### config.mk
export PLATFORM = sky130hd
export DESIGN_NAME = multdiv_sequencer
export DESIGN_NICKNAME = d
export VERILOG_FILES = /design/src/rtl/multdiv_pkg.sv /design/src/rtl/multdiv_iter_step.sv /design/src/rtl/multdiv_sequencer.sv
export SDC_FILE = /design/constraint.sdc
export NUM_CORES = 1
export LEC_CHECK = 0
export CORE_ASPECT_RATIO = 1.5
export CORE_MARGIN = 2
export CORE_UTILIZATION = 45
export CTS_BUF_LIST = sky130_fd_sc_hd__clkbuf_4 sky130_fd_sc_hd__clkbuf_8
export CTS_CLUSTER_SIZE = 8
export DETAILED_ROUTE_END_ITERATION = 10
export PLACE_DENSITY_LB_ADDON = 0.3
export SETUP_SLACK_MARGIN = 0.02
export SLEW_MARGIN = 10
export SYNTH_ARGS = -nofsm -noshare
export SYNTH_HDL_FRONTEND = slang
export SYNTH_SLANG_ARGS = --single-unit
### constraint.sdc
create_clock -name clock -period 9.74 [get_ports clock]
set_clock_uncertainty 0.2 [all_clocks]
set_input_delay 1.948 -clock clock [delete_from_list [all_inputs] [get_ports clock]]
set_output_delay 1.948 -clock clock [all_outputs]
set_load 0.01 [all_outputs]
### src/rtl/multdiv_pkg.sv
// multdiv_pkg: shared types and constants for the iterative MULT/DIV sequencer.
// Optional high-word output is controlled by MULTDIV_HI_LO_EN (see multdiv_sequencer).
package multdiv_pkg;

    // Sequencer states
    typedef enum logic [1:0] {
        IDLE = 2'd0,
        MULT = 2'd1,
        DIV  = 2'd2,
        DONE = 2'd3
    } state_e;

    // Operation selector for one datapath iteration
    typedef enum logic {
        OP_MULT = 1'b0,
        OP_DIV  = 1'b1
    } op_e;

    // Iteration counter width (holds 0..WIDTH for WIDTH=32, saturates at all-ones)
    localparam int ITER_CNT_W = 6;

    // Signed-divide overflow operands: INT_MIN / -1
    localparam logic [31:0] INT_MIN = 32'h8000_0000;
    localparam logic [31:0] NEG_ONE = 32'hFFFF_FFFF;

endpackage

### src/rtl/multdiv_iter_step.sv
// multdiv_iter_step: one combinational radix-2 iteration on unsigned magnitudes.
//   OP_MULT: shift-add. {acc, shift} is the growing 2*WIDTH product, the multiplier
//            sits in shift and is consumed LSB first; i_mag is the multiplicand.
//   OP_DIV : restoring divide. acc is the partial remainder, shift holds the
//            dividend bits (MSB first) and collects quotient bits at the LSB;
//            i_mag is the divisor.
module multdiv_iter_step
    import multdiv_pkg::*;
#(
    parameter int WIDTH = 32
) (
    input  op_e              i_op,
    input  logic [WIDTH-1:0] i_acc,
    input  logic [WIDTH-1:0] i_shift,
    input  logic [WIDTH-1:0] i_mag,
    output logic [WIDTH-1:0] o_acc,
    output logic [WIDTH-1:0] o_shift
);

    logic [WIDTH:0]   w_sum;
    logic [WIDTH:0]   w_trial;
    logic [WIDTH-1:0] w_diff;

    // Compute the next accumulator / shift register for the selected operation
    always_comb begin
        // Multiply: add multiplicand (with carry out) when the current multiplier bit is set
        w_sum   = {1'b0, i_acc} + {1'b0, i_mag};
        // Divide: bring the next dividend bit into the partial remainder
        w_trial = {i_acc, i_shift[WIDTH-1]};
        // The difference is only kept when trial >= divisor, so it always fits WIDTH bits
        w_diff  = w_trial[WIDTH-1:0] - i_mag;

        o_acc   = i_acc;
        o_shift = i_shift;

        if (i_op == OP_MULT) begin
            if (i_shift[0]) begin
                o_acc   = w_sum[WIDTH:1];
                o_shift = {w_sum[0], i_shift[WIDTH-1:1]};
            end else begin
                o_acc   = {1'b0, i_acc[WIDTH-1:1]};
                o_shift = {i_acc[0], i_shift[WIDTH-1:1]};
            end
        end else begin
            if (w_trial >= {1'b0, i_mag}) begin
                o_acc   = w_diff;
                o_shift = {i_shift[WIDTH-2:0], 1'b1};
            end else begin
                o_acc   = w_trial[WIDTH-1:0];
                o_shift = {i_shift[WIDTH-2:0], 1'b0};
            end
        end
    end

endmodule

### src/rtl/multdiv_sequencer.sv
// multdiv_sequencer: multi-cycle signed MULT/DIV controller for the MIPS pipeline.
// Start pulses are taken in IDLE or DONE; WIDTH iterations run one per clock on
// operand magnitudes, then DONE presents result, exception and a one-cycle ready.
// Divide-by-zero short-circuits to DONE after one cycle.
// Build option: define MULTDIV_HI_LO_EN to add data_hi (product high word or
// signed remainder), updated together with data_result.
module multdiv_sequencer
    import multdiv_pkg::*;
#(
    parameter int WIDTH = 32
) (
    input  logic             clock,
    input  logic             reset,
    input  logic             ctrl_mult,
    input  logic             ctrl_div,
    input  logic [WIDTH-1:0] data_operandA,
    input  logic [WIDTH-1:0] data_operandB,
    output logic [WIDTH-1:0] data_result,
    output logic             data_exception,
    output logic             data_resultRDY,
`ifdef MULTDIV_HI_LO_EN
    output logic [WIDTH-1:0] data_hi,
`endif
    output logic             busy
);

    localparam logic [ITER_CNT_W-1:0] LAST_ITER = ITER_CNT_W'(WIDTH - 1);

    // Absolute value as an unsigned magnitude; INT_MIN maps to 2^(WIDTH-1)
    function automatic logic [WIDTH-1:0] magnitude(input logic [WIDTH-1:0] v);
        return v[WIDTH-1] ? (~v + 1'b1) : v;
    endfunction

    state_e                r_state;
    logic [ITER_CNT_W-1:0] r_cnt;
    logic [WIDTH-1:0]      r_acc;
    logic [WIDTH-1:0]      r_shift;
    logic [WIDTH-1:0]      r_mag;
    logic                  r_sign_a;
    logic                  r_sign_b;
    logic                  r_dbz;
    logic                  r_ovf;
    logic [WIDTH-1:0]      r_result;
    logic                  r_exc;
    logic                  r_rdy;
    logic                  r_busy;
`ifdef MULTDIV_HI_LO_EN
    logic [WIDTH-1:0]      r_hi;
    logic [WIDTH-1:0]      w_hi;
`endif

    logic                  w_accept;
    logic                  w_go_mult;
    logic                  w_go_div;
    op_e                   w_op;
    logic [WIDTH-1:0]      w_acc_nxt;
    logic [WIDTH-1:0]      w_shift_nxt;
    logic                  w_neg;
    logic [2*WIDTH-1:0]    w_prod_mag;
    logic [2*WIDTH-1:0]    w_prod;
    logic [WIDTH-1:0]      w_quo;
    logic [WIDTH-1:0]      w_res;
    logic                  w_exc;

    // Start decode: only idle or just-finished accepts; multiply wins a tie
    always_comb begin
        w_accept  = (r_state == IDLE) || (r_state == DONE);
        w_go_mult = w_accept && ctrl_mult;
        w_go_div  = w_accept && ctrl_div && !ctrl_mult;
        w_op      = (r_state == DIV) ? OP_DIV : OP_MULT;
    end

    multdiv_iter_step #(
        .WIDTH   (WIDTH)
    ) u_step (
        .i_op    (w_op),
        .i_acc   (r_acc),
        .i_shift (r_shift),
        .i_mag   (r_mag),
        .o_acc   (w_acc_nxt),
        .o_shift (w_shift_nxt)
    );

    // Sign fix-up and exception detection on the final iteration's outputs
    always_comb begin
        w_neg      = r_sign_a ^ r_sign_b;
        w_prod_mag = {w_acc_nxt, w_shift_nxt};
        w_prod     = w_neg ? (~w_prod_mag + 1'b1) : w_prod_mag;
        w_quo      = w_neg ? (~w_shift_nxt + 1'b1) : w_shift_nxt;
        w_res      = w_quo;
        // INT_MIN / -1 naturally yields INT_MIN here; only the flag needs forcing
        w_exc      = r_ovf;
        if (r_state == MULT) begin
            w_res = w_prod[WIDTH-1:0];
            // Representable only if the upper WIDTH+1 bits are a pure sign extension
            w_exc = !((&w_prod[2*WIDTH-1:WIDTH-1]) || !(|w_prod[2*WIDTH-1:WIDTH-1]));
        end
`ifdef MULTDIV_HI_LO_EN
        // Remainder carries the dividend's sign
        w_hi = r_sign_a ? (~w_acc_nxt + 1'b1) : w_acc_nxt;
        if (r_state == MULT) begin
            w_hi = w_prod[2*WIDTH-1:WIDTH];
        end
`endif
    end

    // FSM, iteration counter, datapath registers and registered outputs
    always_ff @(posedge clock or negedge reset) begin
        if (!reset) begin
            r_state  <= IDLE;
            r_cnt    <= '0;
            r_acc    <= '0;
            r_shift  <= '0;
            r_mag    <= '0;
            r_sign_a <= 1'b0;
            r_sign_b <= 1'b0;
            r_dbz    <= 1'b0;
            r_ovf    <= 1'b0;
            r_result <= '0;
            r_exc    <= 1'b0;
            r_rdy    <= 1'b0;
            r_busy   <= 1'b0;
`ifdef MULTDIV_HI_LO_EN
            r_hi     <= '0;
`endif
        end else begin
            r_rdy <= 1'b0;
            case (r_state)
                IDLE, DONE: begin
                    r_state <= IDLE;
                    r_busy  <= 1'b0;
                    if (w_go_mult || w_go_div) begin
                        r_state  <= w_go_mult ? MULT : DIV;
                        r_busy   <= 1'b1;
                        r_cnt    <= '0;
                        r_acc    <= '0;
                        r_sign_a <= data_operandA[WIDTH-1];
                        r_sign_b <= data_operandB[WIDTH-1];
                        // Multiply consumes B bit by bit; divide shifts A out
                        r_shift  <= w_go_mult ? magnitude(data_operandB) : magnitude(data_operandA);
                        r_mag    <= w_go_mult ? magnitude(data_operandA) : magnitude(data_operandB);
                        r_dbz    <= w_go_div && (data_operandB == '0);
                        r_ovf    <= w_go_div && (data_operandA == WIDTH'(INT_MIN))
                                             && (data_operandB == WIDTH'(NEG_ONE));
                    end
                end
                MULT, DIV: begin
                    if ((r_state == DIV) && r_dbz) begin
                        r_state  <= DONE;
                        r_busy   <= 1'b0;
                        r_rdy    <= 1'b1;
                        r_result <= '0;
                        r_exc    <= 1'b1;
`ifdef MULTDIV_HI_LO_EN
                        r_hi     <= '0;
`endif
                    end else begin
                        r_acc   <= w_acc_nxt;
                        r_shift <= w_shift_nxt;
                        if (r_cnt != '1) begin
                            r_cnt <= r_cnt + 1'b1;
                        end
                        if (r_cnt == LAST_ITER) begin
                            r_state  <= DONE;
                            r_busy   <= 1'b0;
                            r_rdy    <= 1'b1;
                            r_result <= w_res;
                            r_exc    <= w_exc;
`ifdef MULTDIV_HI_LO_EN
                            r_hi     <= w_hi;
`endif
                        end
                    end
                end
                default: begin
                    r_state <= IDLE;
                    r_busy  <= 1'b0;
                end
            endcase
        end
    end

    assign data_result    = r_result;
    assign data_exception = r_exc;
    assign data_resultRDY = r_rdy;
    assign busy           = r_busy;
`ifdef MULTDIV_HI_LO_EN
    assign data_hi        = r_hi;
`endif

endmodule

==> out/qor.csv <==
stage;metric;value;unit
route;vias;16300;
synthesis;synth_edf_count;0;
run_status;outcome;complete, no violations;
cts;root_buffer;clkbuf_8;
floorplan;core_area;33200;sq um
setup_path;path_buf_inv;2;
synthesis;synth_area;15100;sq um
global_route;grt_first_pass_wirelength;92500;um
cts;cts_hold_buf;0;
layout;multi_input_area;10700;sq um
synthesis;yosysTopAreaCell;dfrtp_1;
place;place_congestion;0.986;
synthesis;ys_seq_elements;143;
sta;setup_violations;0;
place;dp_hpwl;47900;um
setup_path;crit_chain;ha_1, a21oi_1, nor2_1, o31ai_1, and3_4, a31oi_1, inv_1, ha_1, o211ai_1, nor3_1, inv_1, nor4_1, o211ai_1, nor4_1, nand4_1, nor3_1, mux2i_1, nand2_1, or4_1, o41ai_1, a21oi_1;
setup_path;crit_fanout;20;
synthesis;synthAdderAreaFrac;0.0616;
floorplan;die_y;228;um
setup_path;cp-end-kind;register;
route;detail_route.wl_per_cell;25.5;um
sta;hold_violations;0;
setup_path;path_class;register to register;
layout;fillers;3420;
cts;cts_tree;yes;
synthesis;synth.mux.area_fraction;0.0345;
cts;cts.sinks;143;
route;drtPass1Iterations;6;
global_route;gr-total-overflow;0;
synthesis;syn_nets;2120;
synthesis;syn_avg_cell_area;7.61;sq um
setup_path;reg2reg_slack;2580;ps
setup_path;crit_arrival;7340;ps
worst_hold_path;hold_path_class;register to register;
synthesis;synth-simple-area-share;0.221;
synthesis;synthFlopType;dfrtp_1;
sta;drv_slew;0;
setup_path;r2r-start;r_acc[23];
cts;numCtsBuffers;17;
floorplan;io_pins;103;
synthesis;synth_commonest_cells;223 x nand2_1, 177 x o21ai_0, 152 x a21oi_1;
floorplan;num_rows;82;
sta;period_share;0.735;
layout;seq_area;3580;sq um
synthesis;synth_top_area_share;0.238;
sta;slew_headroom;0.122;
cts;htree_levels;4;
cts;post-cts-setup-buffers;0;
floorplan;start_util;0.453;
worst_hold_path;hold_start;data_result[30];
sta;rsz0062_at_grt;false;
synthesis;yosysWarnings;0;
sta;tightest_slew;1320;ps
synthesis;async_flop_share;1.00;
synthesis;synthMostInstantiatedCell;nand2_1;
sta;fin_crit;7160;ps
worst_hold_path;holdPathEnd;data_result[30];
route;routed_wl;62000;um
global_route;grt_max_degree;86;
floorplan;dieArea;35000;sq um
setup_path;critPathSlowestCell;nor3_1;
layout;nets;2144;
synthesis;synth_top_family_by_area;compound AO/OA/AOI/OAI gates;
synthesis;synth_area_leaders;dfrtp_1 24%, ha_1 5.9%, o21ai_0 5.9%, nand2_1 5.6%, a21oi_1 5.1%;
setup_path;cp_top_family;simple AND/OR/NAND/NOR gates;
global_route;grt_usage;0.344;
route;drt_iter0_markers;1194;
flow_run;maxCapViolations;0;
route;ant_nets;0;
sta;fmax;0.140;GHz
cts;clkLatencyLatePin;510;ps
setup_path;critPathLaunchType;register;
layout;syn2layout_area_growth;10.7;%
synthesis;ys_types;101;
cts;cts_resized;0;
route;drc;0;
setup_path;critPathRequiredTime;9920;ps
synthesis;ys_seq_area_frac;0.238;
floorplan;die_w;153;um
cts;clkSlewWorstSetupHoldPaths;90;ps
layout;drive_above_1_share;0.0541;
place;port_buffers;102;
global_route;antenna_found_initial;2;
cts;cts_buffer_depth;2;
global_route;grt_pass1_vias;15500;
worst_hold_path;min_path_cells;2;
route;via_per_inst;6.68;
setup_path;r2r_end;data_exception;
synthesis;synthXorXnorAreaFrac;0.0814;
setup_path;reg2reg_depth;21;
sta;setup_tns;0;ps
setup_path;slowest_delay;540;ps
synthesis;synth_compound_area_frac;0.310;
synthesis;syn_inst;1979;
==> worst min-delay path, delay by kind of cell (launching register included) <==
family / cells / cell delay, ps
flip-flops: 1 / 350
AND/OR/NAND/NOR: 1 / 50
AO/OA/AOI/OAI: 1 / 60
==> registers in the layout (all words and copies together) (netlist names) <==
register and cells:
r_ovf 1, busy 1, r_dbz 1, r_mag 32, r_sign_b 1, r_shift 32
r_acc 32, data_result 32, data_exception 1, r_cnt 6, data_resultRDY 1, r_sign_a 1
r_state 2
==> how the worst max path moves through the flow <==
| stage | to | depth (start not counted) | from | slack (ps) |
|---|---|---|---|---|
| 5_1_grt | data_exception | 22 | r_mag[24] | 1880 |
| 2_1_floorplan | data_exception | 24 | r_state[0] | 3300 |
| 6_report | data_exception | 21 | r_acc[23] | 2580 |
| 3_5_place_dp | data_exception | 21 | r_acc[23] | 2820 |
| 3_3_place_gp | data_exception | 21 | r_acc[23] | 3030 |
| 4_1_cts | data_exception | 21 | r_acc[23] | 2810 |
==> layout by cell type (no fill, tap or decap), types with 20 or more instances in the layout <==
| master | netlist | layout |
|---|---|---|
| nand4_1 | 44 | 44 |
| buf_4 | 3 | 27 |
| o221ai_1 | 22 | 22 |
| o31ai_1 | 24 | 24 |
| mux2i_1 | 44 | 44 |
| o211ai_1 | 26 | 26 |
| xnor2_1 | 67 | 66 |
| dfrtp_1 | 143 | 143 |
| or3_1 | 36 | 36 |
| nand2_1 | 223 | 223 |
| nand3_1 | 45 | 45 |
| ha_1 | 71 | 70 |
| a31oi_1 | 38 | 38 |
| clkdlybuf4s50_1 | 0 | 100 |
| nor2_1 | 144 | 143 |
| inv_1 | 76 | 75 |
| nor3_1 | 50 | 50 |
| a22oi_1 | 25 | 25 |
| xor2_1 | 73 | 72 |
| o21ai_0 | 177 | 177 |
| a21o_1 | 39 | 39 |
| a21oi_1 | 152 | 152 |
| o22ai_1 | 20 | 20 |
==> layer usage <==
layer / GRT usage / wire length [um] / vias up
met5: 0 / 0 / -
met4: 0.283 / 6020 / 0
met3: 0.0395 / 3420 / 233
met2: 0.605 / 30700 / 760
met1: 0.368 / 21800 / 7830
li1: - / - / 7439
==> through the flow <==
step / cell area [sq um] / setup slack [ps] / hold WS (ps) / std cells / utilization
finish: 16700 / 2580 / 287 / 2434 / 0.502
global route: 16700 / 1880 / 322 / 2434 / 0.502
CTS: 16700 / 2810 / 297 / 2433 / 0.502
detailed placement: 16300 / 2820 / 275 / 2404 / 0.491
global placement: 16300 / 3030 / 271 / 2404 / 0.491
floorplan: 15100 / 3300 / 270 / 1979 / -
==> area by class of cell <==
cell class / instances / area share
flip-flops and latches: 143 / 0.215
well taps: 420 / 0.0315
diodes: 1 / 0.000150
clock inverters: 10 / 0.00630
multi-input cells: 1636 / 0.642
repair buffers: 129 / 0.0731
inverters: 76 / 0.0171
clock buffers: 19 / 0.0157
==> cells by family (layout without fill, tap and decap cells) <==
kind of cell | Yosys count | in the layout
AOI/OAI and AO/OA | 702 | 702
and+or+nand+nor | 670 | 670
buffers and inverters | 200 | 234
DFF | 143 | 143
xor gates and xnor gates | 140 | 140
adders and majority gates | 73 | 73
muxes | 51 | 51
other | 0 | 1
Power is not shown: default switching activity piles up to over one toggle a cycle in this logic, so the estimate is an artifact.
